## src/rtl/sp1_ram_mst.sv

```systemverilog
// rtl/sp1_ram_mst.sv - single-port RAM burst master: READ / WRITE / FILL bursts with a 2-deep read FIFO
module sp1_ram_mst #(
  parameter int AW = 6,
  parameter int DW = 32
) (
  input  logic          clk,
  input  logic          rst,
  input  logic          cmd_valid,
  output logic          cmd_ready,
  input  logic [1:0]    cmd_op,
  input  logic [AW-1:0] cmd_adr,
  input  logic [AW-1:0] cmd_len,
  input  logic [DW-1:0] cmd_data,
  input  logic          wr_valid,
  output logic          wr_ready,
  input  logic [DW-1:0] wr_data,
  output logic          rd_valid,
  input  logic          rd_ready,
  output logic [DW-1:0] rd_data,
  output logic          done,
  output logic          err,
  output logic          ram_cs,
  output logic          ram_we,
  output logic [AW-1:0] ram_adr,
  output logic [DW-1:0] ram_din,
  input  logic [DW-1:0] ram_dout
);

  typedef enum logic [2:0] {
    S_IDLE,
    S_READ,
    S_WRITE,
    S_FILL,
    S_DRAIN,
    S_DONE
  } state_t;

  state_t        state_q, state_d;
  logic          alive_q;
  logic [AW-1:0] adr_q;
  logic [AW:0]   remain_q;
  logic [DW-1:0] fill_q;
  logic          err_q;
  logic          inflight_q;
  logic [DW-1:0] fifo0_q, fifo1_q;
  logic          wptr_q, rptr_q;
  logic [1:0]    count_q;

  logic          pop;
  logic          last;
  logic          accept;
  logic [1:0]    occ;

  assign rd_valid = (count_q != 2'd0);
  assign rd_data  = rptr_q ? fifo1_q : fifo0_q;
  assign pop      = rd_valid & rd_ready;
  assign last     = (remain_q == (AW+1)'(1));
  assign accept   = cmd_valid & cmd_ready;
  // Occupancy after this cycle's pop; lets a read issue alongside a pop for full throughput.
  assign occ      = count_q - {1'b0, pop} + {1'b0, inflight_q};

  always_comb begin
    state_d   = state_q;
    cmd_ready = 1'b0;
    wr_ready  = 1'b0;
    done      = 1'b0;
    err       = 1'b0;
    ram_cs    = 1'b0;
    ram_we    = 1'b0;
    ram_adr   = '0;
    ram_din   = '0;
    case (state_q)
      S_IDLE: begin
        cmd_ready = alive_q;
        if (cmd_valid && alive_q) begin
          case (cmd_op)
            2'b00:   state_d = S_READ;
            2'b01:   state_d = S_WRITE;
            2'b10:   state_d = S_FILL;
            default: state_d = S_DONE;
          endcase
        end
      end
      S_READ: begin
        if (occ < 2'd2) begin
          ram_cs  = 1'b1;
          ram_adr = adr_q;
          if (last) state_d = S_DRAIN;
        end
      end
      S_WRITE: begin
        wr_ready = 1'b1;
        if (wr_valid) begin
          ram_cs  = 1'b1;
          ram_we  = 1'b1;
          ram_adr = adr_q;
          ram_din = wr_data;
          if (last) state_d = S_DONE;
        end
      end
      S_FILL: begin
        ram_cs  = 1'b1;
        ram_we  = 1'b1;
        ram_adr = adr_q;
        ram_din = fill_q;
        if (last) state_d = S_DONE;
      end
      S_DRAIN: begin
        if (count_q == 2'd0 && !inflight_q) state_d = S_DONE;
      end
      S_DONE: begin
        done    = 1'b1;
        err     = err_q;
        state_d = S_IDLE;
      end
      default: state_d = S_IDLE;
    endcase
  end

  always_ff @(posedge clk or negedge rst) begin
    if (!rst) begin
      state_q    <= S_IDLE;
      alive_q    <= 1'b0;
      adr_q      <= '0;
      remain_q   <= '0;
      fill_q     <= '0;
      err_q      <= 1'b0;
      inflight_q <= 1'b0;
      fifo0_q    <= '0;
      fifo1_q    <= '0;
      wptr_q     <= 1'b0;
      rptr_q     <= 1'b0;
      count_q    <= 2'd0;
    end else begin
      state_q <= state_d;
      alive_q <= 1'b1;
      if (accept) begin
        adr_q    <= cmd_adr;
        remain_q <= {1'b0, cmd_len} + (AW+1)'(1);
        fill_q   <= cmd_data;
        err_q    <= (cmd_op == 2'b11);
      end else if (ram_cs) begin
        adr_q    <= adr_q + AW'(1);
        remain_q <= remain_q - (AW+1)'(1);
      end
      // RAM read data is valid exactly one cycle after the strobe.
      inflight_q <= ram_cs & ~ram_we;
      if (inflight_q) begin
        if (wptr_q) fifo1_q <= ram_dout;
        else        fifo0_q <= ram_dout;
        wptr_q <= ~wptr_q;
      end
      if (pop) rptr_q <= ~rptr_q;
      count_q <= count_q + {1'b0, inflight_q} - {1'b0, pop};
    end
  end

endmodule

```

## config.mk

```make
export PLATFORM = sky130hd
export DESIGN_NAME = sp1_ram_mst
export DESIGN_NICKNAME = d
export VERILOG_FILES = /design/src/rtl/sp1_ram_mst.sv
export SDC_FILE = /design/constraint.sdc
export NUM_CORES = 1
export LEC_CHECK = 0
export ABC_AREA = 1
export BUFFER_PORTS_ARGS = -buffer_cell sky130_fd_sc_hd__buf_2
export CAP_MARGIN = 20
export CORE_MARGIN = 4
export CORE_UTILIZATION = 51
export DETAILED_ROUTE_END_ITERATION = 10
export PLACE_DENSITY = 0.87
export SLEW_MARGIN = 40
export SYNTH_ARGS = -nofsm -noshare
export SYNTH_HDL_FRONTEND = slang
export SYNTH_SLANG_ARGS = --single-unit
```

## constraint.sdc

```tcl
create_clock -name clk -period 2.1 [get_ports clk]
set_input_delay 0.105 -clock clk [delete_from_list [all_inputs] [get_ports clk]]
set_output_delay 0.105 -clock clk [all_outputs]
set_load 0.01 [all_outputs]
```

# Word level (Yosys, flattened, before mapping)
# Cells that the tools add are included.
# totals
ff_bits	119
input_bits	115
output_inout_bits	77
wordCells	77
# classes
add_sub_neg	7
order_cmp	1
eq_ne	14
mux	26
bitwise_logic	6
n_reduce_logical	11
# ops
operator	count
32-bit 2-to-1 mux	2
32-bit case mux with 2 select lines	1
6-bit 2-to-1 mux	4
3-bit 2-to-1 mux	6
6-bit case mux with 3 select lines	1
3-bit case mux with 5 select lines	1
7-bit 2-to-1 mux	2
2-bit inequality test (second input constant)	5
3-bit case mux with 3 select lines	1
6-bit by 1-bit adder with 7-bit output (second input constant)	1
7-bit by 1-bit equality test with 1-bit output (second input constant)	1
7-bit by 1-bit subtractor with 7-bit output (second input constant)	1
6-bit by 1-bit adder with 6-bit output (second input constant)	1
3-bit by 2-bit equality test with 1-bit output (second input constant)	2
3-bit equality test (second input constant)	2
1-bit 2-to-1 mux	6
5-bit AND reduction	1
2-bit by 1-bit adder with 2-bit output	2
2-bit equality test (second input constant)	2
2-bit logical NOT	2
2-bit AND reduction	2
2-bit nonzero test	2
2-bit by 1-bit subtractor with 2-bit output	2
1-bit bitwise AND	3
9 further kinds	12

# Longest topological paths before layout
# Gate-level depths: netlist of run 1.
# logic_depth
depth_word	9
ltp_mapped	14
depth_no_buf	14

# Worst setup path after synthesis of run 1
# Ideal clock, no wire load.
# synth_timing
path_type	reg-to-output
start	register count_q[1]
end	output port ram_adr[0]
t_arrival_ns	1.807
required_time_ns	1.995
setup_slack_ns	0.188
path_stages_with_launch	12
path_buffers	1
path_cell_list	dfrtp_1 inv_1 nand2_1 nand2_1 inv_1 ha_1 inv_1 ha_1 nand3_1 nand3_1 buf_2 a21oi_1
# synth_between
elab_chain_len	7
# synth_rtl
item	line	rtl
start: declaration	47	logic [1:0] count_q;
start signal: assignment	154	count_q <= count_q + {1'b0, inflight_q} - {1'b0, pop};
2-bit nonzero test	54	assign rd_valid = (count_q != 2'd0);
named net rd_valid	17	output logic rd_valid,
1-bit bitwise AND	56	assign pop = rd_valid & rd_ready;
named net pop	49	logic pop;
2-bit by 1-bit subtractor with 2-bit output	60	assign occ = count_q - {1'b0, pop} + {1'b0, inflight_q};
2-bit by 1-bit adder with 2-bit output	60	
2-bit less-than comparator	85	if (occ < 2'd2) begin
6-bit 2-to-1 mux	85	
6-bit case mux with 3 select lines	72	case (state_q)
end: declaration	24	output logic [AW-1:0] ram_adr,
# The timed path passes the listed nets, and every way through them passes these cells.

# Final worst setup path of run 1
# layout_timing
start	register count_q[1]
end	output port ram_adr[3]
# layout_between
elab_chain_len	7
# layout_rtl
item	line
2-bit nonzero test	54
1-bit bitwise AND	56
named net pop	49
2-bit by 1-bit subtractor with 2-bit output	60
2-bit by 1-bit adder with 2-bit output	60
2-bit less-than comparator	85
6-bit 2-to-1 mux	85
6-bit case mux with 3 select lines	72
# The timed path passes the listed nets, and every way through them passes these cells.

==> metrics, run 1 <==
run status=finished with violations; failing checks=setup timing; total leakage power=4.77 nW; number of buffers created by CTS=17; multi-input gate area in the final layout=2600 um2; maximum frequency from static timing analysis=0.460 GHz; Seq cells post-synth=119; worst setup slack for register-to-register paths=-0.01 ns; clock net sink count=119; H-tree levels=4; placement-stage worst setup slack=0.137 ns; worst min-delay path category=in2reg; Max Buffers Root-to-Sink=2; DRC violation total after the first TritonRoute iteration=493; core utilization of the finished layout=0.770; Die Width=115 um; critical path start-end classification=reg2out; global placement routability congestion=0.812; routed length per instance=15.5 um; initial antenna violation count=1; number of cells produced by synthesis=760; clock power share=0.250; Slew HR=0.595; top_reg_cell synth=sky130_fd_sc_hd__dfrtp_1; global-route wire length before repair=28.0 mm; total length of routed wires=18.2 mm; count of fill cells added during filler insertion=744; sequential cell area=2980 um2; Clock Tree Root=sky130_fd_sc_hd__clkbuf_16; share of the cycle needed by the critical path after routing=1.04; CORE AREA=11100 um2; buffers added on ports=191; Worst Slack Setup Final=-0.0745 ns; startpoint of the worst setup timing path=count_q[1]$_DFF_PN0_; proportion of layout cells with a drive suffix above 1=0.279; combinational group share of total power=0.422; Total Negative Setup Slacks=-0.432 ns; DIE AREA=13300 um2; Crit path required time=2.00 ns; post-synth top area share=0.506; arrival time of data at the critical path endpoint=2.07 ns; CP Launch Type=register; endpoint of the most critical setup path=ram_adr[3]; clock insertion delay at the later pin of the skew report=0.40 ns; RSZ-0062 raised after global routing=true; EDFF count, synth=0; library cell occupying the most area in the post-synthesis netlist=sky130_fd_sc_hd__dfrtp_1; total half-perimeter wirelength after legalization and detailed placement=10.5 mm; Antenna Nets Post-Route=0; worst flop-to-flop path startpoint=count_q[1]$_DFF_PN0_; total nets after synthesis=884; Tot GR Track Use=0.266; Site Rows=38; maximum fanout along the worst path=8; Area Overhead vs Synth=44.9%; number of max-slew violations in the final report=0; first-pass iteration count of the detailed router=5; sequential area share after synthesis=0.506; CTS clock-pin slew for the worst setup and hold paths=0.06 ns; IR Drop Worst-Case VDD=843 uV; Final Hold Vio Count=0; DRC errors left=0; shortest clock period the worst path allows after layout=2.17 ns; internal power consumption=7.68 mW; Setup Skew=0.00927 ns; Pwr Density=1490 nW/um2; CP Capture Type=output pin; vias after detailed routing=6136; total standard cell area after synthesis=5890 um2; average vias per placed instance=5.23; syn avg cell area=7.75 um2; worst hold slack=0.00742 ns; number of nets in the layout=1145; share of flip-flops with an asynchronous set or reset=1.00; Yosys Warn Count=0; ports placed on the boundary=192; proportion of total power due to net switching=0.394; starting density of the core=0.532; Sequential Power Share=0.328; Switching Power=5.00 mW; clock tree from TritonCTS=done; number of global-route vias before repair=5923; remaining global-route overflow=0; number of max-capacitance violations reported=0; maximum number of pins on one net before global-route repair=67; reg-to-reg critical path endpoint=rptr_q$_DFFE_PN0P_; Chip Height=115 um; post-synthesis cell type count=29; depth of the worst register-to-register path=15; setup violators final=9; Slew @ Worst Pin=0.608 ns; leading cell types by total area after synthesis=sky130_fd_sc_hd__dfrtp_1 51%, sky130_fd_sc_hd__nand2_1 22%, sky130_fd_sc_hd__o21ai_0 6.4%, sky130_fd_sc_hd__a22o_1 4.8%, sky130_fd_sc_hd__inv_1 4.0%
==> how the worst min path moves through the flow <==
stage,to,startpoint,slack (ns),depth (start not counted)
after CTS,fifo0_q[16]$_DFFE_PN0P_,ram_dout[16],0.003,3
final,fifo0_q[16]$_DFFE_PN0P_,ram_dout[16],0.007,3
after detailed placement,fifo1_q[24]$_DFFE_PN0P_,rst,0.05,1
after global routing,fifo1_q[2]$_DFFE_PN0P_,ram_dout[2],0.007,3
after floorplan,adr_q[0]$_DFFE_PN0P_,rst,-0.19,0
after global placement,fifo0_q[24]$_DFFE_PN0P_,rst,0.05,1
==> critical path, stage by stage, from the launching register on <==
cell and delay, ns:
sky130_fd_sc_hd__dfrtp_1 0.39, sky130_fd_sc_hd__inv_2 0.07, sky130_fd_sc_hd__nand2_2 0.05, sky130_fd_sc_hd__nand2_2 0.07, sky130_fd_sc_hd__inv_2 0.05, sky130_fd_sc_hd__ha_4 0.23, sky130_fd_sc_hd__inv_2 0.06, sky130_fd_sc_hd__ha_4 0.14
sky130_fd_sc_hd__inv_2 0.04, sky130_fd_sc_hd__nand2_4 0.06, sky130_fd_sc_hd__nand3_4 0.09, sky130_fd_sc_hd__buf_12 0.16, sky130_fd_sc_hd__a21oi_2 0.12, sky130_fd_sc_hd__buf_2 0.15
==> metrics by stage <==
stage          cells  total power [mW]  cell area (um2)
2_1_floorplan    760              7.08             5890
5_1_grt         1174              13.6             8530
4_1_cts         1170              12.3             8410
6_report        1174              12.7             8530
3_5_place_dp    1065              8.67             6990
3_3_place_gp    1065              8.45             6990
==> routing by layer <==
metal  share of wire  GRT usage  vias to the layer above
li1                -          -                     2929
met1            0.39      0.330                     2779
met2            0.49      0.454                      368
met3           0.092     0.0616                       60
met4           0.032      0.101                        0
met5               0          0                        -
==> state kept, by name, summed over array words and instances, names as in the netlist <==
| register | flops |
|---|---|
| remain_q | 7 |
| alive_q | 1 |
| count_q | 2 |
| wptr_q | 1 |
| state_q | 3 |
| inflight_q | 1 |
| fifo1_q | 32 |
| rptr_q | 1 |
| err_q | 1 |
| fifo0_q | 32 |
| fill_q | 32 |
| adr_q | 6 |
==> cell usage after synthesis, drive strengths merged (2+ instances only) <==
master,n
a21oi,6
a22o,32
buf,20
clkbuf,20
dfrtp,119
ha,9
inv,66
nand2,340
nand3,24
nand4,8
nor2,20
nor3,3
o21ai,82
or2,2
xnor2,3
xor2,2
==> kinds of logic (layout without fill, tap and decap cells) <==
| group | count (synthesis) | count (layout) | share of synthesized area |
|---|---|---|---|
| AO/OA/AOI/OAI | 121 | 121 | 0.124 |
| XOR/XNOR | 5 | 5 | 0.00744 |
| adder cells (fa/ha/maj) | 9 | 9 | 0.0191 |
| buffers and inverters | 107 | 380 | 0.0746 |
| flip-flops | 119 | 119 | 0.506 |
| other | 1 | 2 | 0.000637 |
| AND/OR/NAND/NOR | 398 | 398 | 0.269 |
==> layout make-up <==
type	count	share of cell area
Clock buffer	17	0.0499
Inverter	67	0.0295
Sequential cell	119	0.349
Tap cell	140	0.0205
Multi-Input combinational cell	534	0.305
Timing Repair Buffer	282	0.219
Antenna cell	1	0.000293
Clock inverter	14	0.0263
==> repair_timing <==
item,4_1_cts,5_1_grt
hold buffers,58,0
gates cloned,0,1
pin swaps,6,1
endpoints found under the hold margin,102,0
gates resized for setup,21,18
endpoints found under the setup margin,7,28
buffers inserted,17,3
==> layout by cell type, fill, tap and decap left out, types with 2 or more instances in the layout <==
cell type / count
sky130_fd_sc_hd__o21ai_0: 75
sky130_fd_sc_hd__buf_4: 25
sky130_fd_sc_hd__nand4_1: 8
sky130_fd_sc_hd__xor2_1: 2
sky130_fd_sc_hd__nand3_4: 2
sky130_fd_sc_hd__a21oi_2: 3
sky130_fd_sc_hd__dfrtp_1: 119
sky130_fd_sc_hd__inv_2: 8
sky130_fd_sc_hd__bufinv_16: 5
sky130_fd_sc_hd__nand2_1: 335
sky130_fd_sc_hd__nor2_4: 2
sky130_fd_sc_hd__nand3_1: 21
sky130_fd_sc_hd__buf_6: 6
sky130_fd_sc_hd__a22o_1: 32
sky130_fd_sc_hd__inv_6: 2
sky130_fd_sc_hd__ha_4: 2
sky130_fd_sc_hd__nor2_2: 2
sky130_fd_sc_hd__nand2_2: 4
sky130_fd_sc_hd__inv_1: 58
sky130_fd_sc_hd__a21oi_4: 3
sky130_fd_sc_hd__clkinv_4: 5
sky130_fd_sc_hd__nor2_1: 16
sky130_fd_sc_hd__xnor2_1: 3
sky130_fd_sc_hd__o21ai_1: 6
sky130_fd_sc_hd__dlygate4sd3_1: 58
sky130_fd_sc_hd__buf_2: 188
sky130_fd_sc_hd__ha_1: 7
sky130_fd_sc_hd__clkbuf_16: 17
sky130_fd_sc_hd__buf_12: 4
==> power by group through the flow <==
stage | clock, mW | sequential [mW] | combinational [mW]
after floorplan | 0 | 3.93 | 3.16
after CTS | 3.21 | 4.11 | 4.94
after global routing | 3.33 | 4.27 | 6.00
final | 3.17 | 4.16 | 5.36
after detailed placement | 0 | 4.11 | 4.56
after global placement | 0 | 4.06 | 4.39
Note: power is estimated with default switching activity, not from simulation.
==> run 2: changes to the inputs <==
==> constraint.sdc (replaced) <==
create_clock -name clk -period 2.1 [get_ports clk]
set_input_delay 0.42 -clock clk [delete_from_list [all_inputs] [get_ports clk]]
set_output_delay 0.42 -clock clk [all_outputs]
set_load 0.01 [all_outputs]
==> metrics, run 2 (synthesized netlist as in run 1, its figures left out) <==
run status=finished with violations (unchanged); failing checks=setup timing (unchanged); Die Width=115 um (unchanged); arrival time of data at the critical path endpoint=2.19 ns (was 2.07 ns); first-pass iteration count of the detailed router=5 (unchanged); maximum frequency from static timing analysis=0.383 GHz (was 0.460 GHz); Antenna Nets Post-Route=0 (unchanged); Pwr Density=1580 nW/um2 (was 1490 nW/um2); average vias per placed instance=5.19 (was 5.23); clock tree from TritonCTS=done (unchanged); worst min-delay path category=in2async (was in2reg); Slew HR=0.620 (was 0.595); most frequent standard cell in the layout excluding fill and tap cells=sky130_fd_sc_hd__nand2_1 (unchanged); number of max-slew violations in the final report=0 (unchanged); share of the cycle needed by the critical path after routing=1.24 (was 1.04); Setup Skew=0.00874 ns (was 0.00927 ns); Area Overhead vs Synth=38.9% (was 44.9%); clock insertion delay at the later pin of the skew report=0.40 ns (about the same); Crit path required time=1.68 ns (was 2.00 ns); setup violators final=45 (was 9); total length of routed wires=17.7 mm (was 18.2 mm); maximum fanout along the worst path=8 (unchanged); buffers added on ports=191 (unchanged); critical path start-end classification=reg2out (unchanged); total half-perimeter wirelength after legalization and detailed placement=11.0 mm (was 10.5 mm); CORE AREA=11100 um2 (unchanged); Worst path top cell family by delay=buffers and inverters (unchanged); routed length per instance=15.7 um (was 15.5 um); Site Rows=38 (unchanged); remaining global-route overflow=0 (unchanged); # diodes=0 (was 1); global placement routability congestion=0.849 (was 0.812); series of cell instances along the critical path=inv_2 -> nand2_2 -> nand2_2 -> inv_2 -> ha_4 -> inv_4 -> ha_4 -> nand3_4 -> nand3_4 -> buf_12 -> a21oi_2 -> buf_2 (was inv_2 -> nand2_2 -> nand2_2 -> inv_2 -> ha_4 -> inv_2 -> ha_4 -> inv_2 -> nand2_4 -> nand3_4 -> buf_12 -> a21oi_2 -> buf_2); RSZ-0062 raised after global routing=true (unchanged); initial antenna violation count=0 (was 1); maximum number of pins on one net before global-route repair=65 (was 67); clock net sink count=119 (unchanged); Clock Tree Root=sky130_fd_sc_hd__clkbuf_16 (unchanged); delay of the slowest cell on the worst path=0.42 ns (was 0.39 ns); Largest regs=fifo0_q x32, fifo1_q x32, fill_q x32 (unchanged); total leakage power=4.65 nW (was 4.77 nW); total buffers and inverters traversed by the critical path=5 (was 6); Slew @ Worst Pin=0.570 ns (was 0.608 ns); number of buffers created by CTS=17 (unchanged); IR Drop Worst-Case VDD=864 uV (was 843 uV); number of global-route vias before repair=5990 (was 5923); Critical Path Slowest Stage Cell=sky130_fd_sc_hd__dfrtp_1 (unchanged); Tot GR Track Use=0.262 (was 0.266); H-tree levels=4 (unchanged); final non-filler cell area=8180 um2 (was 8530 um2); Final Hold Vio Count=0 (unchanged); Chip Height=115 um (unchanged); post-place instance area=7130 um2 (was 6990 um2); Max Buffers Root-to-Sink=2 (unchanged); shortest clock period the worst path allows after layout=2.61 ns (was 2.17 ns); ports placed on the boundary=192 (unchanged); number of nets in the layout=1104 (was 1145); DRC errors left=0 (unchanged); number of max-capacitance violations reported=0 (unchanged); DRC violation total after the first TritonRoute iteration=415 (was 493); placement-stage worst setup slack=-0.110 ns (was 0.137 ns); commonest non-fill, non-tap cells in the layout=332 x sky130_fd_sc_hd__nand2_1, 190 x sky130_fd_sc_hd__buf_2, 117 x sky130_fd_sc_hd__dfrtp_1 (was 335 x sky130_fd_sc_hd__nand2_1, 188 x sky130_fd_sc_hd__buf_2, 119 x sky130_fd_sc_hd__dfrtp_1); DIE AREA=13300 um2 (unchanged); vias after detailed routing=5871 (was 6136); starting density of the core=0.532 (unchanged); CTS clock-pin slew for the worst setup and hold paths=0.06 ns (about the same); CP Capture Type=output pin (unchanged); global-route wire length before repair=27.7 mm (was 28.0 mm); Worst Slack Setup Final=-0.514 ns (was -0.0745 ns); proportion of layout cells with a drive suffix above 1=0.315 (was 0.279); CP Launch Type=register (unchanged); worst setup slack for register-to-register paths=-0.47 ns (was -0.01 ns)
## run 2: worst reg2reg max path, stage by stage, from the launching register on
cell                      delay (ns)
sky130_fd_sc_hd__dfrtp_1        0.40
sky130_fd_sc_hd__inv_2          0.08
sky130_fd_sc_hd__nand2_2        0.07
sky130_fd_sc_hd__nand2_2        0.06
sky130_fd_sc_hd__buf_4          0.14
sky130_fd_sc_hd__buf_6          0.10
sky130_fd_sc_hd__buf_4          0.12
sky130_fd_sc_hd__buf_4          0.12
sky130_fd_sc_hd__buf_4          0.12
sky130_fd_sc_hd__buf_4          0.12
sky130_fd_sc_hd__buf_4          0.13
sky130_fd_sc_hd__buf_4          0.12
sky130_fd_sc_hd__buf_4          0.12
sky130_fd_sc_hd__buf_4          0.12
sky130_fd_sc_hd__buf_4          0.13
sky130_fd_sc_hd__buf_4          0.12
sky130_fd_sc_hd__buf_4          0.13
sky130_fd_sc_hd__buf_6          0.11
sky130_fd_sc_hd__xor2_1         0.13
## run 2: where the power goes
part | switching [mW] | internal [mW] | total, mW
combinational | 3.33 | 2.34 | 5.68
clock | 1.09 | 1.99 | 3.09
sequential | 0.723 | 3.43 | 4.15
## run 2: per-stage QoR
| step | utilization | TNS, ns | total power [mW] | cells | hold WS, ns |
|---|---|---|---|---|---|
| finish | 0.738 | -6.81 | 12.9 | 1132 | 0.00720 |
| global route | 0.738 | -10.70 | 13.9 | 1132 | 0.0434 |
| CTS | 0.724 | -4.48 | 12.4 | 1123 | 0.0270 |
| detailed placement | 0.643 | -1.56 | 8.90 | 1072 | 0.451 |
| global placement | 0.643 | -0.149 | 8.67 | 1072 | 0.444 |
| floorplan | - | -0.144 | 7.14 | 760 | 0.124 |
## run 2: timing repair
action                     in CTS  in global routing
hold endpoints to repair        0                  0
setup endpoints to repair      53                 57
gates cloned                    2                  2
hold buffers                    0                  0
pin swaps                       9                  6
gates resized for setup        19                 22
buffers inserted               20                  9
## run 2: worst paths after layout
check	from	end	cells past startpoint
max reg2reg	count_q[1]$_DFF_PN0_	rptr_q$_DFFE_PN0P_	18
max	count_q[1]$_DFF_PN0_	ram_adr[1]	12
min in group clk	cmd_data[16]	fill_q[16]$_DFFE_PN0P_	3
max in group asynchronous	rst	count_q[1]$_DFF_PN0_	2
min reg2reg	fill_q[1]$_DFFE_PN0P_	fill_q[1]$_DFFE_PN0P_	2
min	rst	fifo1_q[2]$_DFFE_PN0P_	1
## run 2: per-layer routing
layer / up-vias / share of wire / track usage
li1: 2845 / - / -
met1: 2668 / 0.38 / 0.306
met2: 287 / 0.50 / 0.448
met3: 71 / 0.075 / 0.0627
met4: 0 / 0.048 / 0.135
met5: - / 0 / 0
## run 2: final cells by class
cell class / instances / area [um2]
clock buffer: 17 / 425
clock inverter: 14 / 200
fill: 804 / 2900
inverter: 67 / 254
multi-input combinational: 534 / 2610
sequential: 119 / 2980
tap: 140 / 175
timing repair buffer: 241 / 1530
